File: config.mk
export PLATFORM = sky130hd
export DESIGN_NAME = pc_sequencer
export DESIGN_NICKNAME = d
export VERILOG_FILES = /design/src/rtl/pc_sequencer.sv
export SDC_FILE = /design/constraint.sdc
export NUM_CORES = 1
export LEC_CHECK = 0
export ABC_AREA = 1
export BUFFER_PORTS_ARGS = -buffer_cell sky130_fd_sc_hd__buf_4
export CAP_MARGIN = 15
export CORE_AREA = 3 3 75 95
export CTS_CLUSTER_DIAMETER = 30
export CTS_CLUSTER_SIZE = 12
export DETAILED_ROUTE_END_ITERATION = 12
export DIE_AREA = 0 0 78 98
export GPL_ROUTABILITY_DRIVEN = 0
export GPL_TIMING_DRIVEN = 0
export PLACE_DENSITY = 0.7
export SETUP_SLACK_MARGIN = 0.2
export SYNTH_ARGS = -nofsm -noshare
export SYNTH_HDL_FRONTEND = slang
export SYNTH_SLANG_ARGS = --single-unit
export TNS_END_PERCENT = 1
File: constraint.sdc
create_clock -name clk -period 2.3 [get_ports clk]
set_clock_uncertainty 0.1 [all_clocks]
set_input_delay 0 -clock clk [delete_from_list [all_inputs] [get_ports clk]]
set_output_delay 0 -clock clk [all_outputs]
set_load 0.05 [all_outputs]
File: src/rtl/pc_sequencer.sv
// pc_sequencer: fetch/decode/execute sequencer driving PC load/increment, resolving jump, zero-branch and halt locally.
//   clk, rst (async active-low); pc_q current PC; mem_data/mem_ack instruction fetch return;
//   zero ALU flag; ex_done execution finished; mem_rd fetch request; pc_ld/pc_inc/pc_d PC controls;
//   ir instruction register; ex_start one-cycle execute pulse; halted sequencer stopped.
module pc_sequencer #(
  parameter int         W       = 16,
  parameter logic [3:0] HALT_OP = 4'hF,
  parameter logic [3:0] JMP_OP  = 4'hE,
  parameter logic [3:0] BRZ_OP  = 4'hD
) (
  input  logic         clk,
  input  logic         rst,
  input  logic [W-1:0] pc_q,
  input  logic [W-1:0] mem_data,
  input  logic         mem_ack,
  input  logic         zero,
  input  logic         ex_done,
  output logic         mem_rd,
  output logic         pc_ld,
  output logic         pc_inc,
  output logic [W-1:0] pc_d,
  output logic [W-1:0] ir,
  output logic         ex_start,
  output logic         halted
);
  typedef enum logic [2:0] {IDLE, FETCH, DECODE, EX_START, EX_WAIT, INC, JUMP, HALT} state_t;
  state_t state, next;
  logic [3:0] op;
  assign op = ir[W-1 -: 4];
  always_ff @(posedge clk or negedge rst)
    if (!rst) state <= IDLE;
    else state <= next;
  always_ff @(posedge clk or negedge rst)
    if (!rst) begin
      ir <= '0;
      pc_d <= '0;
    end else begin
      if (state == FETCH && mem_ack) ir <= mem_data;
      if (state == DECODE && op == JMP_OP) pc_d <= {{(W-12){1'b0}}, ir[11:0]};
      else if (state == DECODE && op == BRZ_OP && zero) pc_d <= pc_q + {{(W-12){ir[11]}}, ir[11:0]};
    end
  always_comb begin
    next = state;
    case (state)
      IDLE:     next = FETCH;
      FETCH:    next = mem_ack ? DECODE : FETCH;
      DECODE:   next = op == HALT_OP ? HALT :
                       op == JMP_OP  ? JUMP :
                       op == BRZ_OP  ? (zero ? JUMP : INC) : EX_START;
      EX_START: next = EX_WAIT;
      EX_WAIT:  next = ex_done ? INC : EX_WAIT;
      INC:      next = FETCH;
      JUMP:     next = FETCH;
      HALT:     next = HALT;
      default:  next = IDLE;
    endcase
  end
  assign mem_rd   = state == FETCH;
  assign pc_ld    = state == JUMP;
  assign pc_inc   = state == INC;
  assign ex_start = state == EX_START;
  assign halted   = state == HALT;
endmodule

# After elaboration in Yosys (flattened, before gate mapping)
# Index checks and enable logic that the tools add are counted.
# word_totals
regBits	35
latchBits	0
ram_bits	0
rom_bits	0
inputBits	37
out_inout_bits	37
memories	0
# classes
addsub	1
multipliers	0
n_div	0
magnitude_cmp	0
n_eq_ne	10
n_shift	0
mux	9
bitwise	0
n_reduce_logical	7
# ops
cell	count
16-bit two-way mux	2
3-bit case mux with 6 select lines	1
16-bit adder	1
3-bit equality test (second input constant)	4
4-bit equality test (second input constant)	3
3-bit two-way mux	3
3-bit by 2-bit equality test with 1-bit output (second input constant)	2
1-bit logical AND	4
2-bit two-way mux	2
3-bit by 1-bit equality test with 1-bit output (second input constant)	1
3-bit zero test	1
3-bit OR reduction	1
2-bit nonzero test	1
1-bit two-way mux	1

# Longest topological paths before layout
# depth
word_depth	5
depth_mapped	12
mapped_depth_nobuf	12

# Least setup slack after synthesis
# Ideal clock, no wire load.
# synth_timing
path_type	register -> register
from	register ir[0]
to	register pc_d[6]
setup_time_ps	123
arrival_ps	1863
required_time_ps	2077
path_slack_ps	214
stages_incl_launch_ff	10
n_path_buf	0
synth_period_minus_slack_ps	2086
path_cell_list	dfrtp_1 -> ha_1 -> fa_1 -> nand2_1 -> nand2_1 -> nand3b_1 -> nand2_1 -> xor2_1 -> o21ai_0 -> nand2_1
# synth_between
elab_chain_len	3
# synth_lines
element	line	text
from (decl)	22	output logic [W-1:0] ir,
from (signal assigned)	38	if (state == FETCH && mem_ack) ir <= mem_data;
16-bit adder	40	else if (state == DECODE && op == BRZ_OP && zero) pc_d <= pc_q + {{(W-12){ir[11]}}, ir[11:0]};
16-bit two-way mux	40	
16-bit two-way mux	39	if (state == DECODE && op == JMP_OP) pc_d <= {{(W-12){1'b0}}, ir[11:0]};
to (signal assigned)	39	
to (signal assigned)	40	
to (decl)	21	output logic [W-1:0] pc_d,
# No other way between the ends. The select of a mux whose other input is x is not followed.
# A chain may end at the register's enable or synchronous reset.

# Final worst setup path
# Ends and elaborated chain as after synthesis.

==> out/qor.txt <==
Status: finished, final reports clean
Crit path capture type: flop
Vias per cell: 4.79
Crit path DAT: 2.05 ns
Leakage: 1.91 nW
Clock Latency Late Sink: 0.30 ns
Max-Cap Viols: 0
Setup_tns: 0 ns
Metal2 WL: 3370 µm
Area share of the largest cell type after synthesis: 0.351
Critical Path Fanout Max: 3
Vias in the first global route: 2500
Site Rows: 32
Yosys cell types: 34
IO buf count: 73
Number of synthesized flops with an enable pin: 0
Final Net Count: 481
Syn Nets: 380
GR Util All Layers: 0.185
WL met3: 376 µm
Critical Path RT: 2.38 ns
First-pass GRT wire length: 11400 µm
Yosys warnings: 0
Antenna viol nets, final: 0
CTS tree: built
Worst Hold Class: primary input to flop
Initial antenna violation count: 0
Sequential-to-total area share from yosys stat: 0.351
CTS root buf: clkbuf_8
Tmin final: 1.97 ns
# fillers: 614
Maximum clock path buffer count: 2
Clock sinks: 35
Met1 WL: 2790 µm
Unrepaired setup endpoints after global routing: yes
Die Span X: 78 µm
Cell with the most instances after synthesis: nand2_1
Drt wl/cell: 12.9 µm
Slew Limit Fails: 0
Top cells by count, synth: 111 x nand2_1, 35 x dfrtp_1, 34 x inv_1, 27 x nor2_1, 24 x nand3_1
Boundary pin count: 74
Total grt overflow: 0
DRC viols: 0
Core Util, Final: 0.558
Final hold viol count: 0
Post-synthesis cell area: 0.00250 mm²
Finished layout cell area: 0.00349 mm²
Pre-Repair DR Iteration Count: 4
CTS buffer count: 5
CP Launch Type: flop
Starting density of the core: 0.400
Setup violators final: 0
Post-DP Area: 0.00315 mm²
Peak VDD IR: 0.987 mV
Die Span Y: 98 µm
HPWL Detailed: 5080 µm
Slew @ Worst Pin: 0.449 ns
Die area: 0.00764 mm²
Crit Path Category: flop to flop
Largest net degree at the start of global routing: 36
Ant. Diodes: 0
Max Fclk: 507 MHz
Htree depth: 2
Mapped Avg Cell Area: 7.64 µm²
DRT Wirelength: 6610 µm
Top cells by area, synth: dfrtp_1 35%, nand2_1 17%, ha_1 7.5%
Power Dens Cells: 1470 mW/mm²
FF+latch count, synth: 35
Final period util: 0.857
Ys flop type: dfrtp_1
Initial drt markers: 86
Slew HR: 0.701
Synth-to-Final Area Change: 39.5%
Post-Syn Instances: 327
Async S/R FF share, synth: 1.00
Core area: 0.00625 mm²
Clock transition at the registers of the reported paths: 0.09 ns
Yosys top cell by area: dfrtp_1
Share of cells above drive strength 1: 0.284
Via count: 2464
Top layer in use: met4
Total power: 0.00511 W
-- final timing paths --
check | from | endpoint | cells after the start | slack [ns]
min in group asynchronous | rst | pc_d[1]$_DFFE_PN0P_ | 2 | 0.07
min | pc_q[1] | pc_d[1]$_DFFE_PN0P_ | 4 | 0.03
max in group asynchronous | rst | ir[11]$_DFFE_PN0P_ | 2 | 1.66
max reg2reg | ir[0]$_DFFE_PN0P_ | pc_d[6]$_DFFE_PN0P_ | 9 | 0.33
max | ir[0]$_DFFE_PN0P_ | pc_d[6]$_DFFE_PN0P_ | 9 | 0.33
min reg2reg | pc_d[14]$_DFFE_PN0P_ | pc_d[14]$_DFFE_PN0P_ | 2 | 0.38
-- cell usage in the layout, fill, tap and decap left out, types with 3 or more instances in the layout --
master	count
nand2_1	110
buf_4	74
inv_1	34
dfrtp_1	34
nor2_1	27
nand3_1	24
dlygate4sd3_1	20
ha_1	13
a21oi_1	12
mux2_2	9
mux2_4	6
o21ai_0	5
clkbuf_8	5
nor3_1	4
o22ai_1	4
inv_2	3
nand4_1	3
nor2_4	3
nand3b_1	3
o21ai_1	3
xor2_1	3
-- worst max-delay path: stages, from the launching register on --
cell      delay (ns)
dfrtp_1         0.40
ha_2            0.21
fa_1            0.40
nand2_2         0.11
nand2_1         0.06
nand3b_1        0.09
nand2_1         0.11
xor2_1          0.16
o21ai_0         0.15
nand2_1         0.07
-- layout make-up --
class | count | area (µm²) | share of cell area
plain buffers | 4 | 52.6 | 0.0151
clock buffers | 5 | 68.8 | 0.0197
clock inverters | 3 | 43.8 | 0.0126
inverters | 40 | 163 | 0.0467
multi-input cells | 248 | 1420 | 0.407
flip-flops and latches | 35 | 877 | 0.252
well taps | 85 | 106 | 0.0305
repair buffers | 94 | 756 | 0.217
-- through the flow --
stage	hold slack, ns	worst slack, ns	std cells
floorplan	-0.396	0.214	327
global placement	-0.115	0.281	485
detailed placement	-0.114	0.272	485
CTS	0.00582	0.260	513
global route	0.0672	0.161	514
finish	0.0344	0.329	514
-- state kept, by name (all words and copies together) (netlist names) --
signal,count
pc_d,16
ir,16
state,3
-- what timing repair did --
action                     CTS  global route
hold endpoints to repair    54             0
hold buffers                20             0
gates resized for setup      0             5
buffers inserted             0             1
setup endpoints to repair    0             5
-- layer usage --
metal  GRT usage  vias to the layer above
met3      0.0434                        7
li1            -                     1251
met5           0                        -
met4      0.0552                        0
met1       0.222                     1138
met2       0.328                       68
-- kinds of logic (layout without fill, tap and decap cells) --
| logic type | count (synthesis) | in the layout | synth area share |
|---|---|---|---|
| adders and majority gates | 16 | 16 | 0.0831 |
| DFF | 35 | 35 | 0.351 |
| xor gates and xnor gates | 5 | 5 | 0.0175 |
| muxes | 15 | 15 | 0.0766 |
| buffers and inverters | 44 | 146 | 0.0861 |
| AOI/OAI and AO/OA | 28 | 28 | 0.0611 |
| and+or+nand+nor | 184 | 184 | 0.325 |
-- where the power goes --
group | switching [W] | leakage, nW | internal (W)
clock network | 0.000254 | 0.0581 | 0.000323
registers | 0.000287 | 0.423 | 0.000888
logic | 0.00217 | 1.43 | 0.00119
total | 0.00271 | 1.91 | 0.00240
No activity file was read; power rests on OpenSTA's default activity.
